## src/rtl/load_store_unit.sv

```systemverilog
// Load/store unit: one RV32I data access at a time against a word-indexed memory
// with a combinational read port and a registered, read-modify-write store path.
module load_store_unit #(
    parameter int MEM_ADDR_W = 6
) (
    input  logic                  clk,
    input  logic                  rst,
    input  logic                  req_valid,
    output logic                  req_ready,
    input  logic                  req_write,
    input  logic [2:0]            req_funct3,
    input  logic [31:0]           req_addr,
    input  logic [31:0]           req_wdata,
    output logic                  resp_valid,
    output logic [31:0]           resp_rdata,
    output logic                  resp_error,
    output logic                  mem_write_enable,
    output logic [MEM_ADDR_W-1:0] mem_read_reg,
    input  logic [31:0]           mem_read_data,
    output logic [MEM_ADDR_W-1:0] mem_write_reg,
    output logic [31:0]           mem_write_data
);

    localparam logic [2:0] IDLE  = 3'd0;
    localparam logic [2:0] READ  = 3'd1;
    localparam logic [2:0] WRITE = 3'd2;
    localparam logic [2:0] RESP  = 3'd3;
    localparam logic [2:0] FAULT = 3'd4;

    logic [2:0]            state_q,  state_d;
    logic                  write_q,  write_d;
    logic [2:0]            funct3_q, funct3_d;
    logic [MEM_ADDR_W-1:0] widx_q,   widx_d;
    logic [1:0]            lane_q,   lane_d;
    logic [31:0]           wdata_q,  wdata_d;
    logic [31:0]           merge_q,  merge_d;
    logic [31:0]           rdata_q,  rdata_d;
    logic                  error_q,  error_d;

    logic        legal_op;
    logic        misaligned;
    logic [7:0]  ld_byte;
    logic [15:0] ld_half;
    logic [31:0] load_ext;
    logic [31:0] merged;
    logic        addr_unused;

    // Address bits above the word index are dropped, so accesses wrap.
    assign addr_unused = ^req_addr[31:MEM_ADDR_W+2];

    assign req_ready        = (state_q == IDLE) && !rst;
    assign resp_valid       = (state_q == RESP) || (state_q == FAULT);
    assign resp_rdata       = rdata_q;
    assign resp_error       = error_q;
    assign mem_write_enable = (state_q == WRITE) && !rst;
    assign mem_read_reg     = widx_q;
    assign mem_write_reg    = widx_q;
    assign mem_write_data   = merge_q;

    always_comb begin
        legal_op = 1'b0;
        case (req_funct3)
            3'b000, 3'b001, 3'b010: legal_op = 1'b1;
            3'b100, 3'b101:         legal_op = !req_write;
            default:                legal_op = 1'b0;
        endcase
        misaligned = ((req_funct3[1:0] == 2'b01) && req_addr[0]) ||
                     ((req_funct3[1:0] == 2'b10) && (req_addr[1:0] != 2'b00));
    end

    always_comb begin
        ld_byte = mem_read_data[{lane_q, 3'b000} +: 8];
        ld_half = lane_q[1] ? mem_read_data[31:16] : mem_read_data[15:0];
        case (funct3_q)
            3'b000:  load_ext = {{24{ld_byte[7]}}, ld_byte};
            3'b001:  load_ext = {{16{ld_half[15]}}, ld_half};
            3'b100:  load_ext = {24'h000000, ld_byte};
            3'b101:  load_ext = {16'h0000, ld_half};
            default: load_ext = mem_read_data;
        endcase
    end

    always_comb begin
        merged = mem_read_data;
        case (funct3_q[1:0])
            2'b00:   merged[{lane_q, 3'b000} +: 8]     = wdata_q[7:0];
            2'b01:   merged[{lane_q[1], 4'b0000} +: 16] = wdata_q[15:0];
            default: merged = wdata_q;
        endcase
    end

    always_comb begin
        state_d  = state_q;
        write_d  = write_q;
        funct3_d = funct3_q;
        widx_d   = widx_q;
        lane_d   = lane_q;
        wdata_d  = wdata_q;
        merge_d  = merge_q;
        rdata_d  = rdata_q;
        error_d  = error_q;
        case (state_q)
            IDLE: begin
                if (req_valid && req_ready) begin
                    write_d  = req_write;
                    funct3_d = req_funct3;
                    widx_d   = req_addr[MEM_ADDR_W+1:2];
                    lane_d   = req_addr[1:0];
                    wdata_d  = req_wdata;
                    if (legal_op && !misaligned) begin
                        state_d = READ;
                    end else begin
                        state_d = FAULT;
                        rdata_d = '0;
                        error_d = 1'b1;
                    end
                end
            end
            READ: begin
                if (write_q) begin
                    merge_d = merged;
                    state_d = WRITE;
                end else begin
                    rdata_d = load_ext;
                    error_d = 1'b0;
                    state_d = RESP;
                end
            end
            WRITE: begin
                rdata_d = '0;
                error_d = 1'b0;
                state_d = RESP;
            end
            default: state_d = IDLE;
        endcase
    end

    always_ff @(posedge clk) begin
        if (rst) begin
            state_q  <= IDLE;
            write_q  <= 1'b0;
            funct3_q <= '0;
            widx_q   <= '0;
            lane_q   <= '0;
            wdata_q  <= '0;
            merge_q  <= '0;
            rdata_q  <= '0;
            error_q  <= 1'b0;
        end else begin
            state_q  <= state_d;
            write_q  <= write_d;
            funct3_q <= funct3_d;
            widx_q   <= widx_d;
            lane_q   <= lane_d;
            wdata_q  <= wdata_d;
            merge_q  <= merge_d;
            rdata_q  <= rdata_d;
            error_q  <= error_d;
        end
    end

endmodule

```

## config.mk

```make
export PLATFORM = sky130hd
export DESIGN_NAME = load_store_unit
export DESIGN_NICKNAME = d
export VERILOG_FILES = /design/src/rtl/load_store_unit.sv
export SDC_FILE = /design/constraint.sdc
export NUM_CORES = 1
export LEC_CHECK = 0
export CAP_MARGIN = 20
export CORE_AREA = 2 2 132 102
export CTS_CLUSTER_DIAMETER = 120
export DETAILED_ROUTE_END_ITERATION = 10
export DIE_AREA = 0 0 134 104
export HOLD_SLACK_MARGIN = 0.06
export PLACE_DENSITY_LB_ADDON = 0.05
export SYNTH_ARGS = -nofsm -noshare
export SYNTH_HDL_FRONTEND = slang
export SYNTH_SLANG_ARGS = --single-unit
```

## constraint.sdc

```tcl
create_clock -name clk -period 2.8 [get_ports clk]
set_input_delay 0.42 -clock clk [delete_from_list [all_inputs] [get_ports clk]]
set_output_delay 0.42 -clock clk [all_outputs]
set_load 0.1 [all_outputs]
```

==> run_results.csv <==
group,metric,value,unit
place,dp_hpwl,13400,um
critical_path,max_stage_delay,0.76,ns
critical_path,crit_path_cell_trace,"inv_1 -> ha_1 -> nor4b_2 -> a221o_1 -> a221oi_1 -> nor3_1",
critical_path,critical_path_class,"reg -> reg",
power_and_ir_drop,power,4.56,mW
critical_path,cp-end-kind,"flop",
finish,syn_to_final_growth,31.2,%
yosys,syn_inst,654,
critical_path,r2r_start,"lane_q[0]",
grt,grt_antenna_before_repair,1,
power_and_ir_drop,switchingPower,1.74,mW
min_path,hold_class,"reg -> reg",
grt,gr-total-overflow,0,
route,viasPerCell,5.76,
clocking,worstSkewPairLatency,0.36,ns
die,start_util,43.8,%
die,fp.dieH,104,um
finish,fillCellCount,1213,
timing,fin_skew,0.00882,ns
timing,final-setup-viol-count,0,
clocking,cts_sinks,112,
critical_path,ff2ff_path_depth,6,
timing,timing.fmax,383,MHz
clocking,cts_buffer_depth,2,
finish,final_common_cell,"dfxtp_1",
yosys,synth_top_area_share,40.5,%
place,place.gp.congestion,0.900,
min_path,hold_path_depth,1,
die,num_rows,36,
clocking,cts_resized,0,
place,port-buffer-count,158,
route,dr.pass1.iters,5,
yosys,yosys.area.top_type,"dfxtp_1",
grt,grtUsageTotal,26.4,%
timing,slew_headroom,37.1,%
timing,holdWs,0.461,ns
clocking,postCtsHoldBufs,0,
power_and_ir_drop,leakage,2.79,nW
route,drc,0,
die,fp.dieW,134,um
outcome,status,"complete, no violations",
critical_path,critPathRequiredTime,3.08,ns
timing,period_needed,2.61,ns
power_and_ir_drop,intPower,2.82,mW
timing,final-max-slew-violation-count,0,
route,drt-initial-drc-count,488,
timing,tightest_slew,0.937,ns
critical_path,cp.buffers_inverters,1,
yosys,syn_area,0.00554,mm2
yosys,ys.warnings.count,0,
power_and_ir_drop,peakVddDrop,0.000400,V
timing,report.final.hold_viol_count,0,
critical_path,reg2reg_setup_slack,0.19,ns
yosys,synth.net_count,762,
finish,drive_above_1_share,15.5,%
critical_path,worst_path_max_delay_cell,"nor4b_2",
clocking,cts_max_level,3,
timing,min_period_over_period,93.2,%
critical_path,cpLargestDelayFamily,"simple AND/OR/NAND/NOR gates",
grt,grt_pass1_vias,5126,
power_and_ir_drop,sw_frac_of_total,38.1,%
yosys,synth_cell_type_count,45,
timing,rsz0062_at_grt,"no",
yosys,synth_area_leaders,"dfxtp_1 (40%), o21ai_0 (5.6%), nand2_1 (5.6%)",
clocking,cts_made_buffers,9,
critical_path,critPathCapture,"mem_write_data[18]",
finish,nets,884,
power_and_ir_drop,power.share.sequential,40.8,%
route,wl,18400,um
power_and_ir_drop,pwr_density_cell,628,mW/mm2
clocking,clkTransAtPathRegs,0.07,ns
yosys,syn_avg_cell_area,8.47,um2
die,num_io_pins,183,
flow_run,max-cap-violations,0,
route,wl_per_cell,19.3,um
yosys,synth_seq_cells,112,
power_and_ir_drop,pwr-share-comb,32.3,%
critical_path,cp.depth,6,
clocking,root_buffer,"clkbuf_16",
critical_path,r2r_end,"mem_write_data[18]",
route,ant_nets,0,
critical_path,start_kind,"flop",
grt,grt_max_degree,86,
yosys,yosysSeqAreaShare,40.5,%
grt,grt_pass1_wl,28600,um
power_and_ir_drop,pwr-share-clk,26.9,%
critical_path,cp_max_fo,9,
clocking,cts_setup_buffers,0,
timing,tns,0,ns
clocking,cts_tree,"built",
die,die_area,0.0139,mm2
route,vias,5486,
die,core-area,0.0127,mm2
critical_path,startpoint,"lane_q[0]",
critical_path,arrival,2.89,ns
finish,final_cell_mix,"dfxtp_1 (110), buf_4 (90), nand2_1 (82)",
## power by group through the flow
stage               sequential (mW)  combinational (mW)  clock, mW
floorplan                      2.22               0.697          0
global placement               1.89                1.44          0
detailed placement             1.89                1.46          0
CTS                            1.86                1.46       1.25
global route                   1.88                1.56       1.31
finish                         1.86                1.47       1.23
## worst register-to-register path: cells and delay by family (launching register included)
family,cells,cell delay [ns]
buffers and inverters,1,0.22
AOI/OAI and AO/OA,2,0.37
DFF,1,0.55
adders and majority gates,1,0.44
and+or+nand+nor,2,0.94
## how the worst min path moves through the flow
stage                               end          start
after floorplan             wdata_q[30]    wdata_q[30]
after global placement    resp_rdata[7]  resp_rdata[7]
after detailed placement  resp_rdata[7]  resp_rdata[7]
after CTS                 resp_rdata[7]  resp_rdata[7]
after global routing      resp_rdata[9]  resp_rdata[9]
final                     resp_rdata[7]  resp_rdata[7]
## synthesized netlist by cell type (all sizes together)
library cell / number
o21a: 1
nor2: 41
o21ai: 68
o41ai: 1
o31ai: 4
and4b: 1
a21o: 17
or3: 1
a21boi: 1
dfxtp: 112
ha: 5
clkinv: 2
o221ai: 7
or2: 2
a31oi: 3
a221oi: 32
inv: 13
a21oi: 25
nand3: 1
nor2b: 4
clkbuf: 38
nand2b: 42
nor4: 1
a22o: 16
nor4b: 1
buf: 23
mux4: 1
nor3: 36
a32o: 8
a31o: 1
nand3b: 7
a221o: 18
nand2: 82
and2: 3
mux2i: 27
a211oi: 9
## layout make-up
cell class	instances	area (um2)	area share, %
inverter	15	56.3	0.775
tap	171	214	2.94
timing repair buffer	172	1530	21.1
antenna	2	5.00	0.0688
multi-input combinational	466	2940	40.5
sequential	112	2240	30.9
clock buffer	12	256	3.53
clock inverter	3	17.5	0.241
## metrics by stage
| step | cells | cell area (um2) | util (%) | worst slack [ns] |
|---|---|---|---|---|
| floorplan | 654 | 5550 | - | 0.330 |
| global placement | 936 | 6990 | 55.2 | 0.371 |
| detailed placement | 936 | 6990 | 55.2 | 0.295 |
| CTS | 951 | 7260 | 57.4 | 0.344 |
| global route | 951 | 7260 | 57.4 | 0.110 |
| finish | 953 | 7270 | 57.4 | 0.189 |
## kinds of logic (layout without fill, tap and decap cells)
kind of cell | after synthesis | after routing | synth area share, %
other | 0 | 2 | 0
flip-flops | 112 | 112 | 40.5
AND/OR/NAND/NOR | 222 | 222 | 19.6
buffers and inverters | 76 | 202 | 6.62
AO/OA/AOI/OAI | 211 | 211 | 26.9
adder cells (fa/ha/maj) | 5 | 5 | 1.13
multiplexers | 28 | 28 | 5.28
## metal layers
metal,wire length [um],GRT usage (%),vias to the layer above
met2,8300,40.1,261
met3,1590,5.21,32
met5,0,0,-
met1,8220,37.7,2582
li1,-,-,2611
met4,325,7.83,0
No activity file was read; power rests on OpenSTA's default activity.
